--- config.mk ---
export PLATFORM = sky130hd
export DESIGN_NAME = dsp_mac_sequencer_flat
export DESIGN_NICKNAME = d
export VERILOG_FILES = /design/src/rtl/dsp_mac_sequencer_if.sv /design/src/rtl/dsp_mac_sequencer.sv /design/src/flat_wrapper.sv
export SDC_FILE = /design/constraint.sdc
export NUM_CORES = 1
export LEC_CHECK = 0
export BUFFER_PORTS_ARGS = -buffer_cell sky130_fd_sc_hd__buf_2
export CAP_MARGIN = 10
export CORE_MARGIN = 10
export CORE_UTILIZATION = 50
export CTS_BUF_LIST = sky130_fd_sc_hd__clkbuf_8 sky130_fd_sc_hd__clkbuf_16
export DETAILED_ROUTE_END_ITERATION = 10
export PLACE_DENSITY = 0.8
export RECOVER_POWER = 100
export SLEW_MARGIN = 5
export SYNTH_ARGS = -nofsm -noshare
export SYNTH_HDL_FRONTEND = slang
export SYNTH_SLANG_ARGS = --single-unit
--- constraint.sdc ---
create_clock -name clk -period 3.03 [get_ports clk]
set_input_delay 0.303 -clock clk [delete_from_list [all_inputs] [get_ports clk]]
set_output_delay 0.303 -clock clk [all_outputs]
set_load 0.05 [all_outputs]
--- src/rtl/dsp_mac_sequencer_if.sv ---
// Bundles for dsp_mac_sequencer: input term stream, result stream and DSP48A1 slice control.
interface mac_term_if;
    logic               in_valid;
    logic               in_ready;
    logic signed [17:0] in_a;
    logic signed [17:0] in_b;
    logic               in_last;

    modport master (output in_valid, in_a, in_b, in_last, input in_ready);
    modport slave  (input in_valid, in_a, in_b, in_last, output in_ready);
endinterface

interface mac_res_if #(parameter int CNT_W = 13);
    logic               res_valid;
    logic               res_ready;
    logic signed [47:0] res_data;
    logic [CNT_W-1:0]   res_count;
    logic               res_err;

    modport master (output res_valid, res_data, res_count, res_err, input res_ready);
    modport slave  (input res_valid, res_data, res_count, res_err, output res_ready);
endinterface

interface dsp_slice_if;
    logic signed [17:0] dsp_a;
    logic signed [17:0] dsp_b;
    logic [7:0]         dsp_opmode;
    logic               dsp_ce_pipe;
    logic               dsp_cep;
    logic               dsp_rstp;
    logic signed [47:0] dsp_p;

    modport master (output dsp_a, dsp_b, dsp_opmode, dsp_ce_pipe, dsp_cep, dsp_rstp, input dsp_p);
    modport slave  (input dsp_a, dsp_b, dsp_opmode, dsp_ce_pipe, dsp_cep, dsp_rstp, output dsp_p);
endinterface

--- src/rtl/dsp_mac_sequencer.sv ---
// Streaming dot-product sequencer for one DSP48A1 slice: a tag pipeline matched to the multiply
// latency times OPMODE/CEP per product, and the 48-bit sum is returned on a result handshake.
module dsp_mac_sequencer #(
    parameter int MUL_LAT    = 3,
    parameter int OPMODE_REG = 1,
    parameter int MAX_TERMS  = 4096,
    parameter int CNT_W      = 13
) (
    input  logic        clk,
    input  logic        rst_n,
    input  logic        abort,
    mac_term_if.slave   term,
    mac_res_if.master   res,
    dsp_slice_if.master dsp
);
    localparam int               OP_IDX    = MUL_LAT - OPMODE_REG;
    localparam logic [CNT_W-1:0] MAX_CNT   = CNT_W'(MAX_TERMS);
    localparam logic [7:0]       OPM_FIRST = 8'h01;
    localparam logic [7:0]       OPM_ACC   = 8'h09;

    typedef enum logic [1:0] {IDLE, ACCUM, DRAIN, DONE} state_t;
    typedef struct packed {
        logic vld;
        logic first;
        logic last;
    } tag_t;

    state_t             state_q;
    tag_t               tag_q [MUL_LAT+1];
    tag_t               tag_d;
    logic signed [17:0] a_q, b_q;
    logic [7:0]         opmode_q, opmode_d;
    logic               rstp_q;
    logic               inReady_q;
    logic               accept, reachMax, closing;
    logic [CNT_W-1:0]   count_q, count_d;
    logic               err_q;
    logic [1:0]         settle_q;
    logic               resValid_q, resErr_q;
    logic signed [47:0] resData_q;
    logic [CNT_W-1:0]   resCount_q;

    // A closing term is the one that ends the job, either by in_last or by hitting MAX_TERMS.
    assign accept   = term.in_valid & inReady_q & ~abort;
    assign count_d  = count_q + 1'b1;
    assign reachMax = (state_q == IDLE) ? (MAX_TERMS == 1) : (count_d == MAX_CNT);
    assign closing  = accept & (term.in_last | reachMax);

    assign tag_d.vld   = accept;
    assign tag_d.first = accept & (state_q == IDLE);
    assign tag_d.last  = closing;

    assign opmode_d = !tag_q[OP_IDX].vld ? opmode_q :
                      (tag_q[OP_IDX].first ? OPM_FIRST : OPM_ACC);

    assign term.in_ready   = inReady_q;
    assign dsp.dsp_a       = a_q;
    assign dsp.dsp_b       = b_q;
    assign dsp.dsp_opmode  = opmode_d;
    assign dsp.dsp_ce_pipe = 1'b1;
    assign dsp.dsp_cep     = tag_q[MUL_LAT].vld;
    assign dsp.dsp_rstp    = rstp_q;
    assign res.res_valid   = resValid_q;
    assign res.res_data    = resData_q;
    assign res.res_count   = resCount_q;
    assign res.res_err     = resErr_q;

    always_ff @(posedge clk or negedge rst_n) begin
        if (!rst_n) begin
            state_q    <= IDLE;
            for (int i = 0; i <= MUL_LAT; i++) tag_q[i] <= '0;
            a_q        <= '0;
            b_q        <= '0;
            opmode_q   <= '0;
            rstp_q     <= 1'b0;
            inReady_q  <= 1'b0;
            count_q    <= '0;
            err_q      <= 1'b0;
            settle_q   <= '0;
            resValid_q <= 1'b0;
            resData_q  <= '0;
            resCount_q <= '0;
            resErr_q   <= 1'b0;
        end else begin
            rstp_q   <= abort;
            opmode_q <= opmode_d;
            if (abort) begin
                for (int i = 0; i <= MUL_LAT; i++) tag_q[i] <= '0;
                settle_q   <= '0;
                state_q    <= IDLE;
                inReady_q  <= 1'b1;
                count_q    <= '0;
                err_q      <= 1'b0;
                resValid_q <= 1'b0;
            end else begin
                tag_q[0] <= tag_d;
                for (int i = 1; i <= MUL_LAT; i++) tag_q[i] <= tag_q[i-1];
                // dsp_p is sampled one full cycle after the final P update has settled.
                settle_q <= {settle_q[0], tag_q[MUL_LAT].vld & tag_q[MUL_LAT].last};
                if (accept) begin
                    a_q <= term.in_a;
                    b_q <= term.in_b;
                end
                case (state_q)
                    IDLE: begin
                        if (accept) count_q <= CNT_W'(1);
                        if (closing) begin
                            state_q   <= DRAIN;
                            inReady_q <= 1'b0;
                            err_q     <= ~term.in_last;
                        end else begin
                            inReady_q <= 1'b1;
                            err_q     <= 1'b0;
                            if (accept) state_q <= ACCUM;
                        end
                    end
                    ACCUM: begin
                        if (accept) count_q <= count_d;
                        if (closing) begin
                            state_q   <= DRAIN;
                            inReady_q <= 1'b0;
                            err_q     <= ~term.in_last;
                        end
                    end
                    DRAIN: begin
                        if (settle_q[1]) begin
                            resData_q  <= dsp.dsp_p;
                            resCount_q <= count_q;
                            resErr_q   <= err_q;
                            resValid_q <= 1'b1;
                            state_q    <= DONE;
                        end
                    end
                    DONE: begin
                        if (res.res_ready) begin
                            resValid_q <= 1'b0;
                            inReady_q  <= 1'b1;
                            count_q    <= '0;
                            err_q      <= 1'b0;
                            state_q    <= IDLE;
                        end
                    end
                    default: state_q <= IDLE;
                endcase
            end
        end
    end
endmodule
--- src/flat_wrapper.sv ---
// flat-port wrapper written by rule: the top's interface ports become plain ports
module dsp_mac_sequencer_flat 
#(
    parameter int MUL_LAT    = 3,
    parameter int OPMODE_REG = 1,
    parameter int MAX_TERMS  = 4096,
    parameter int CNT_W      = 13
)
  (clk, rst_n, abort, term_in_valid, term_in_a, term_in_b, term_in_last, term_in_ready, res_res_valid, res_res_data, res_res_count, res_res_err, res_res_ready, dsp_dsp_a, dsp_dsp_b, dsp_dsp_opmode, dsp_dsp_ce_pipe, dsp_dsp_cep, dsp_dsp_rstp, dsp_dsp_p);
  mac_term_if term_i ();
  mac_res_if #(.CNT_W(CNT_W)) res_i ();
  dsp_slice_if dsp_i ();
  input  logic clk;
  input  logic rst_n;
  input  logic abort;
  input wire logic [$bits(term_i.in_valid)-1:0] term_in_valid;
  input wire logic [$bits(term_i.in_a)-1:0] term_in_a;
  input wire logic [$bits(term_i.in_b)-1:0] term_in_b;
  input wire logic [$bits(term_i.in_last)-1:0] term_in_last;
  output wire logic [$bits(term_i.in_ready)-1:0] term_in_ready;
  output wire logic [$bits(res_i.res_valid)-1:0] res_res_valid;
  output wire logic [$bits(res_i.res_data)-1:0] res_res_data;
  output wire logic [$bits(res_i.res_count)-1:0] res_res_count;
  output wire logic [$bits(res_i.res_err)-1:0] res_res_err;
  input wire logic [$bits(res_i.res_ready)-1:0] res_res_ready;
  output wire logic [$bits(dsp_i.dsp_a)-1:0] dsp_dsp_a;
  output wire logic [$bits(dsp_i.dsp_b)-1:0] dsp_dsp_b;
  output wire logic [$bits(dsp_i.dsp_opmode)-1:0] dsp_dsp_opmode;
  output wire logic [$bits(dsp_i.dsp_ce_pipe)-1:0] dsp_dsp_ce_pipe;
  output wire logic [$bits(dsp_i.dsp_cep)-1:0] dsp_dsp_cep;
  output wire logic [$bits(dsp_i.dsp_rstp)-1:0] dsp_dsp_rstp;
  input wire logic [$bits(dsp_i.dsp_p)-1:0] dsp_dsp_p;
  assign term_i.in_valid = term_in_valid;
  assign term_i.in_a = term_in_a;
  assign term_i.in_b = term_in_b;
  assign term_i.in_last = term_in_last;
  assign term_in_ready = term_i.in_ready;
  assign res_res_valid = res_i.res_valid;
  assign res_res_data = res_i.res_data;
  assign res_res_count = res_i.res_count;
  assign res_res_err = res_i.res_err;
  assign res_i.res_ready = res_res_ready;
  assign dsp_dsp_a = dsp_i.dsp_a;
  assign dsp_dsp_b = dsp_i.dsp_b;
  assign dsp_dsp_opmode = dsp_i.dsp_opmode;
  assign dsp_dsp_ce_pipe = dsp_i.dsp_ce_pipe;
  assign dsp_dsp_cep = dsp_i.dsp_cep;
  assign dsp_dsp_rstp = dsp_i.dsp_rstp;
  assign dsp_i.dsp_p = dsp_dsp_p;
  dsp_mac_sequencer #(.MUL_LAT(MUL_LAT), .OPMODE_REG(OPMODE_REG), .MAX_TERMS(MAX_TERMS), .CNT_W(CNT_W)) u_core (.clk(clk), .rst_n(rst_n), .abort(abort), .term(term_i), .res(res_i), .dsp(dsp_i));
endmodule
Word level (Yosys, flattened, before mapping)
Cells that the tools add are included.
{ "classes": {"bitwise": 8, "n_eq_ne": 10, "reduce_logical": 9, "addsub": 1, "n_mux": 30} }
{ "ops": {"columns": ["cell", "count"], "rows": [
  ["13-bit 2-to-1 mux", 4],
  ["13-bit one-hot mux with 3 select lines", 1],
  ["2-bit 2-to-1 mux", 7],
  ["13-bit by 1-bit adder with 13-bit output (second input constant)", 1],
  ["13-bit equality test (second input constant)", 1],
  ["12-bit 2-to-1 mux", 1],
  ["3-bit by 2-bit != test with 1-bit output (second input constant)", 4],
  ["1-bit 2-to-1 mux", 11],
  ["3-bit AND reduction", 3],
  ["8-bit 2-to-1 mux", 1],
  ["2-bit one-hot mux with 4 select lines", 1],
  ["4-bit AND reduction", 2],
  ["1-bit one-hot mux with 3 select lines", 2],
  ["1-bit AND", 5],
  ["2-bit equality test (second input constant)", 2],
  ["4-bit 2-to-1 mux", 1],
  ["4-bit by 2-bit != test with 1-bit output (second input constant)", 1],
  ["4-bit nonzero test", 1],
  ["3-bit != test (second input constant)", 1],
  ["3-bit nonzero test", 1],
  ["2-bit by 1-bit equality test with 1-bit output (second input constant)", 1],
  ["2-bit logical NOT", 1],
  ["1-bit NOT", 2],
  ["1-bit one-hot mux with 2 select lines", 1],
  ["other kinds (2)", 2]
]} }
{ "totals": {"regBits": 138, "output_inout_bits": 111} }

Depth between registers and ports, before layout
Gate-level depths: netlist of run 1.
{ "depth": {"depth_word": 8, "ltp_mapped": 10} }

Least setup slack after synthesis of run 1
No wires, ideal clock.
{ "synth_path": {"kind": "register to register", "startpoint": "reg u_core.count_q[0]", "endpoint": "reg u_core.err_q", "slack_ps": 743, "stages_incl_launch_ff": 11, "period_less_slack_ps": 2287, "arrival_ps": 2169, "setup_ps": 118, "path_cell_list": "dfrtp_1 -> ha_1 -> buf_2 -> nand2_1 -> nor4_4 -> xnor2_1 -> a211o_1 -> or2_1 -> buf_6 -> a31o_1 -> a21o_1"} }
{ "synth_between": {"elab_chain_len": 8, "word_cells_on_any_way": 10, "cone_classes": "add/sub: 1; eq/ne: 2; mux: 4; bitwise: 2; reduce/logical: 1"} }
{ "synth_rtl": {"columns": ["element", "line_no", "text"], "rows": [
  ["start, declared", "dsp_mac_sequencer.sv:36", "logic [CNT_W-1:0] count_q, count_d;"],
  ["start signal, assigned", "dsp_mac_sequencer.sv:118", "if (accept) count_q <= count_d;"],
  ["13-bit by 1-bit adder with 13-bit output (*)", "dsp_mac_sequencer.sv:45", "assign count_d = count_q + 1'b1;"],
  ["13-bit equality test (*)", "dsp_mac_sequencer.sv:46", "assign reachMax = (state_q == IDLE) ? (MAX_TERMS == 1) : (count_d == MAX_CNT);"],
  ["1-bit 2-to-1 mux (*)", "dsp_mac_sequencer.sv:46", null],
  ["1-bit bitwise OR (*)", "dsp_mac_sequencer.sv:47", "assign closing = accept & (term.in_last | reachMax);"],
  ["1-bit AND (*)", "dsp_mac_sequencer.sv:47", null],
  ["1-bit 2-to-1 mux", "dsp_mac_sequencer.sv:107", "if (closing) begin"],
  ["1-bit one-hot mux with 3 select lines", "dsp_mac_sequencer.sv:104", "case (state_q)"],
  ["1-bit 2-to-1 mux", "dsp_mac_sequencer.sv:87", "if (abort) begin"],
  ["end signal, assigned", "dsp_mac_sequencer.sv:110", "err_q <= ~term.in_last;"],
  ["end signal, assigned", "dsp_mac_sequencer.sv:122", "err_q <= ~term.in_last;"],
  ["end, declared", "dsp_mac_sequencer.sv:37", "logic err_q;"]
]} }
Mark *: on every way between the ends. The rest lies on a longest branch, timed or not.
A chain may end at the register's enable or synchronous reset.

Final worst setup path of run 1
Same ends and word-level chain as after synthesis.

==> results.toml, run 1 <==
[timing]
worstMarginPinSlew_ps = 1590
period_minus_slack_ps = 2610
slew_headroom_pct = -5.82
layout_setup_ws_ps = 420
rsz0062_at_grt = "no"
clock_skew_ps = 6.51
hold_viol_final = 0
slew_violations = 66
post-route-period-util_pct = 86.1
setup_viol = 0
tns_ps = 0
max_freq_ghz = 0.383

[grt]
grt_util_met1_pct = 21.1
grt_max_degree = 74
grt_pass1_wl_mm = 23.1
antenna_found_initial = 3
met3_usage_pct = 6.63
met2_usage_pct = 29.6
grt_remaining_overflow = 0
grt_pass1_vias = 4286
grt-busiest-layer = "met2"
globalRouteTotalUtil_pct = 18.0

[worst_setup_path]
critPathLaunch = "u_core.count_q[0]$_DFFE_PN0P_"
worstSetupPathType = "reg -> reg"
path_cells = "ha_1, nand2_1, nor4_4, xnor2_1, a211o_1, or2_0, a31o_1, a21o_1"
critPathCaptureType = "register"
worstPathMaxFanout = 8
crit_arrival_ps = 3020
critPathRequiredTime_ps = 3440
slowest_delay_ps = 460
cp-start-kind = "register"
worstRegToRegCells = 8
r2r_start = "u_core.count_q[0]$_DFFE_PN0P_"
slowest_stage = "dfrtp_1"

[yosys]
syn_area_um2 = 5610
synth_nets = 508
synth-async-reset-ratio_pct = 100
synthFlopType = "dfrtp_1"
yosys.area.top_type = "dfrtp_1"
synth_cell_type_count = 51
avgSynthCellArea_um2 = 13.6
synth-edff-count = 0
ys_seq_elements = 138
yosysSeqAreaShare_pct = 61.6
synth.top_cell.area_share_pct = 61.6
syn_inst = 412
yosysMostFrequentCell = "dfrtp_1"
synth_common_cells = "dfrtp_1 (138), mux2_2 (96), o21ai_0 (23), nand2_1 (20), nor2b_1 (17)"
yosys_warnings = 0
synthTopCellsByArea = "dfrtp_1 (62%), mux2_2 (19%), o21ai_0 (2.1%), nor2b_1 (1.9%), ha_1 (1.3%)"

[clock_tree]
clock_sinks = 138
cts_tree = "yes"
cts_buffers = 17
clockBufferDepth = 2
clkTransAtPathRegs_ps = 60
htree_num_levels = 4
clock_latency_ps = 520
cts_resized = 0
postCtsHoldBufs = 35
cts_setup_buffers = 0
root_buffer = "clkbuf_8"

[floorplanning]
pin_count = 201
die-area_um2 = 15800
die_y_um = 126
initial_core_util_pct = 51.5
rows = 38
die_w_um = 126
core-area_um2 = 10900

[finish]
fin_util_pct = 68.8
nets = 745
areaGrowthSynthToFinish_pct = 33.6
layout-drive-gt1-share_pct = 33.8

[detailed_routing]
vias = 4066
detail-route-antenna-nets = 0
routed_wl_mm = 14.6
drt-pass1-iter-count = 4
remaining_drc_errors = 0
drt_iter0_markers = 283
wire_per_inst_um = 18.1
viasPerCell = 5.06

[run]
cap_violations = 1

[placement]
place_ws_ps = 497
place_congestion = 0.850
portBuffers = 199
dp_hpwl_mm = 10.4

[hold_path]
min_from = "term_in_a[1]"
hold_path_class = "in -> reg"
holdPathStages = 2

[power_and_ir_drop]
ir_drop_mv = 0.669
power-per-cell-area_nw_per_um2 = 778
power_leakage_nw = 3.62

[run_status]
status = "finished with violations"
violations = "capacitance limit, slew limit"
[flip-flops by register name, summed over array words and instances, names as in the netlist]
| register | count |
|---|---|
| u_core.tag_q | 10 |
| u_core.dsp.dsp_b | 18 |
| u_core.state_q | 2 |
| u_core.dsp.dsp_cep | 1 |
| u_core.res.res_data | 48 |
| u_core.opmode_q | 8 |
| u_core.settle_q | 2 |
| u_core.count_q | 13 |
| u_core.res.res_count | 13 |
| u_core.err_q | 1 |
| u_core.dsp.dsp_rstp | 1 |
| u_core.res.res_valid | 1 |
| u_core.res.res_err | 1 |
| u_core.dsp.dsp_a | 18 |
| u_core.term.in_ready | 1 |
[area by class of cell]
cell class              count  area [um2]
flip-flops and latches    138        3450
inverters                   7        26.3
well taps                 140         175
fillers                   834        3400
clock inverters            11         106
repair buffers            240        1250
clock buffers              19         442
multi-input cells         245        2030
diodes                      3        7.51
[cell usage in the layout, fill, tap and decap left out, drive strengths merged, types with 2 or more instances in the layout]
master / n
or2: 3
a21o: 3
nand3: 3
dfrtp: 138
ha: 6
nor4: 4
inv: 9
o211ai: 2
nor2: 11
nand2: 21
nor3: 6
clkinv: 7
xnor2: 2
o22ai: 2
clkbuf: 135
dlygate4sd3: 35
nor2b: 17
a21oi: 6
xor2: 3
a211o: 2
o31a: 2
bufinv: 2
buf: 89
a31oi: 6
nand4: 5
diode: 3
o21ai: 24
o31ai: 5
mux2: 96
nand2b: 3
[worst max-delay path: cells and delay by family (launching register included)]
| family | cells | cell delay (ps) |
|---|---|---|
| AOI/OAI and AO/OA | 3 | 750 |
| xor gates and xnor gates | 1 | 110 |
| adders and majority gates | 1 | 340 |
| DFF | 1 | 460 |
| and+or+nand+nor | 3 | 840 |
[where the power goes]
group	switching (W)	internal, W	leakage (nW)
Clock	0.000729	0.00119	0.285
Combinational	0.00123	0.000444	1.52
Sequential	0.000144	0.00209	1.82
Total	0.00211	0.00372	3.62
[metrics by stage]
step	hold WS, ps	power (W)	cells	cell area (um2)
2_1_floorplan	7.41	0.00347	412	5610
3_3_place_gp	311	0.00393	735	6750
3_5_place_dp	330	0.00397	735	6750
4_1_cts	0.286	0.00593	800	7650
5_1_grt	1.07	0.00608	803	7490
6_report	20.0	0.00583	803	7490
[cells by family after synthesis]
group                      after synthesis  synth area share (%)
AOI/OAI and AO/OA                       57                  6.34
xor gates and xnor gates                 5                 0.781
adders and majority gates                6                  1.34
buffers and inverters                   29                  2.25
DFF                                    138                  61.6
muxes                                   97                  19.5
other                                    1                0.0669
and+or+nand+nor                         79                  8.17
[layer usage]
metal | wire, um | vias to the layer above
li1 | - | 1937
met1 | 5880 | 1952
met2 | 7290 | 160
met3 | 1200 | 17
met4 | 199 | 0
met5 | 0 | -
[path summary, 6_finish.rpt]
| kind | to | slack (ps) |
|---|---|---|
| min reg2reg | u_core.tag_q[3]$_DFF_PN0_ | 460 |
| min in group asynchronous | u_core.dsp.dsp_a[8]$_DFFE_PN0P_ | 730 |
| max in group asynchronous | u_core.res.res_data[32]$_DFFE_PN0P_ | 1230 |
| max | u_core.err_q$_DFFE_PN0P_ | 420 |
| max reg2reg | u_core.err_q$_DFFE_PN0P_ | 420 |
| min | u_core.dsp.dsp_a[1]$_DFFE_PN0P_ | 20 |
No activity file was read; power rests on OpenSTA's default activity.
==> run 2, diff against run 1 <==
--- a/config.mk
+++ b/config.mk
@@ -8,10 +8,9 @@
 export BUFFER_PORTS_ARGS = -buffer_cell sky130_fd_sc_hd__buf_2
 export CAP_MARGIN = 10
 export CORE_MARGIN = 10
-export CORE_UTILIZATION = 50
+export CORE_UTILIZATION = 30
 export CTS_BUF_LIST = sky130_fd_sc_hd__clkbuf_8 sky130_fd_sc_hd__clkbuf_16
 export DETAILED_ROUTE_END_ITERATION = 10
-export PLACE_DENSITY = 0.8
 export RECOVER_POWER = 100
 export SLEW_MARGIN = 5
 export SYNTH_ARGS = -nofsm -noshare
==> run 2 against run 1 <==
Against the previous run:
- the run now ends clean
- global-route usage is 6.6 points lower
- maximum frequency is 2.0% higher
- via count is 0.93% lower
- clock skew is 1.1 ps lower
- register-to-register slack better by 50 ps
- routed wire length is 0.43% lower
- sequential share of layout area is 0.66 points higher
- clock power is 21% higher
- first-iteration DRC count is 14% lower
- die area is 55% higher
- design area is 1.4% lower
- critical path depth stayed put
- critical endpoint unchanged
- largest cell class unchanged
- largest power group is now clock
==> results.toml, run 2 (same netlist as run 1, synthesis figures left out) <==
[detailed_routing]
remaining_drc_errors = 0
vias = 4028
detail-route-antenna-nets = 0
wl_met2_mm = 7.15
drt-pass1-iter-count = 4
routed.top_layer = "met4"
wire_per_inst_um = 16.9
drt-met1-wl_mm = 6.02
viasPerCell = 4.70
drt_iter0_markers = 243
routed_wl_mm = 14.5
wl_met3_mm = 1.14

[finish]
final_cells = 857
fill_cells = 1778
nets = 711
largest_register_ffs = 48
areaGrowthSynthToFinish_pct = 31.7
n_antenna_cell = 0
final_cell_mix = "dfrtp_1 (138), clkbuf_1 (112), mux2_2 (96)"
layout-drive-gt1-share_pct = 36.5
final_common_cell = "dfrtp_1"

[clock_tree]
root_buffer = "clkbuf_16"
cts_buffers = 17
clockBufferDepth = 2
clock_sinks = 138
clkTransAtPathRegs_ps = 60
cts_resized = 0
cts_tree = "yes"
htree_num_levels = 4
clock_latency_ps = 410

[worst_setup_path]
cp-start-kind = "register"
crit_arrival_ps = 2860
worstPathMaxFanout = 8
critPathCaptureType = "register"
worstRegToRegCells = 8
worstSetupPathType = "reg -> reg"
critPathRequiredTime_ps = 3330

[timing]
period_minus_slack_ps = 2560
rsz0062_at_grt = "no"
slew_violations = 0
clock_skew_ps = 5.44
slew_headroom_pct = 18.3
setup_viol = 0
timing.hold.ws_ps = 101
max_freq_ghz = 0.391
tns_ps = 0
worstMarginPinSlew_ps = 1230
post-route-period-util_pct = 84.4
hold_viol_final = 0

[run_status]
status = "complete, no violations"

[floorplanning]
core-area_um2 = 18100
die-area_um2 = 24600
die_y_um = 157
rows = 49
pin_count = 201
initial_core_util_pct = 30.9
die_w_um = 157

[grt]
antenna_found_initial = 0
grt_max_degree = 91
grt_pass1_wl_mm = 22.3
grt_remaining_overflow = 0
grt_pass1_vias = 4247
globalRouteTotalUtil_pct = 11.4

[power_and_ir_drop]
power-per-cell-area_nw_per_um2 = 841
ir_drop_mv = 0.384
power_leakage_nw = 3.52

[hold_path]
holdPathStages = 2
hold_path_class = "in -> reg"

[placement]
dp_cells = 824
dp_hpwl_mm = 10.8
place_congestion = 0.825
portBuffers = 199

[run]
cap_violations = 0
[run 2: cell count changes in the layout (fill, tap and decap cells not counted), sizes merged]
cell         previous run  this run
diode                   3         0
inv                     9        10
clkbuf                135       132
clkinv                  7         3
bufinv                  2         6
dlygate4sd3            35         1
buf                    89        90
clkinvlp                0         3
[run 2: timing repair]
action	4_1_cts	5_1_grt
hold buffers	1	0
hold endpoints to repair	6	0
buffers inserted	0	0
[run 2: path summary, 6_finish.rpt]
kind,from,endpoint,slack (ps)
min in group asynchronous,rst_n,u_core.res.res_data[11]$_DFFE_PN0P_,540
min reg2reg,u_core.tag_q[6]$_DFF_PN0_,u_core.tag_q[3]$_DFF_PN0_,460
max,u_core.count_q[1]$_DFFE_PN0P_,u_core.err_q$_DFFE_PN0P_,470
min,res_res_ready,u_core.res.res_valid$_DFFE_PN0P_,100
max reg2reg,u_core.count_q[1]$_DFFE_PN0P_,u_core.err_q$_DFFE_PN0P_,470
max in group asynchronous,rst_n,u_core.state_q[0]$_DFFE_PN0P_,790
[run 2: area by class of cell]
class / instances / area, um2 / share of cell area [%]
Multi-Input combinational cell: 245 / 2030 / 27.4
Clock buffer: 17 / 425 / 5.76
Sequential cell: 138 / 3450 / 46.8
Tap cell: 229 / 287 / 3.88
Timing Repair Buffer: 206 / 920 / 12.5
Inverter: 7 / 26.3 / 0.356
Clock inverter: 15 / 246 / 3.34
[run 2: metal layers]
| layer | GRT usage, % | vias up |
|---|---|---|
| met5 | 0 | - |
| met4 | 4.04 | 0 |
| met3 | 4.28 | 19 |
| met2 | 19.1 | 138 |
| met1 | 13.2 | 2003 |
| li1 | - | 1868 |
[run 2: where the power goes]
part / total [W] / leakage, nW / internal, W / switching [W]
combinational: 0.00164 / 1.38 / 0.000420 / 0.00122
clock: 0.00233 / 0.321 / 0.00155 / 0.000788
sequential: 0.00224 / 1.82 / 0.00209 / 0.000150
total: 0.00621 / 3.52 / 0.00405 / 0.00216
[run 2: per-stage QoR]
step | power, W | util [%] | setup WS (ps) | area, um2
after floorplan | 0.00347 | - | 743 | 5610
after global placement | 0.00396 | 37.9 | 600 | 6870
after detailed placement | 0.00400 | 37.9 | 521 | 6870
after CTS | 0.00638 | 41.6 | 487 | 7550
after global routing | 0.00650 | 40.7 | 311 | 7380
final | 0.00621 | 40.7 | 471 | 7380
[run 2: worst max-delay path, cell delays in order (launching register included)]
cell     delay [ps]
dfrtp_1         450
ha_1            340
nand2_1         180
nor4_4          300
xnor2_1         120
a211o_1         290
or2_1           330
a31o_1          250
a21o_1          170
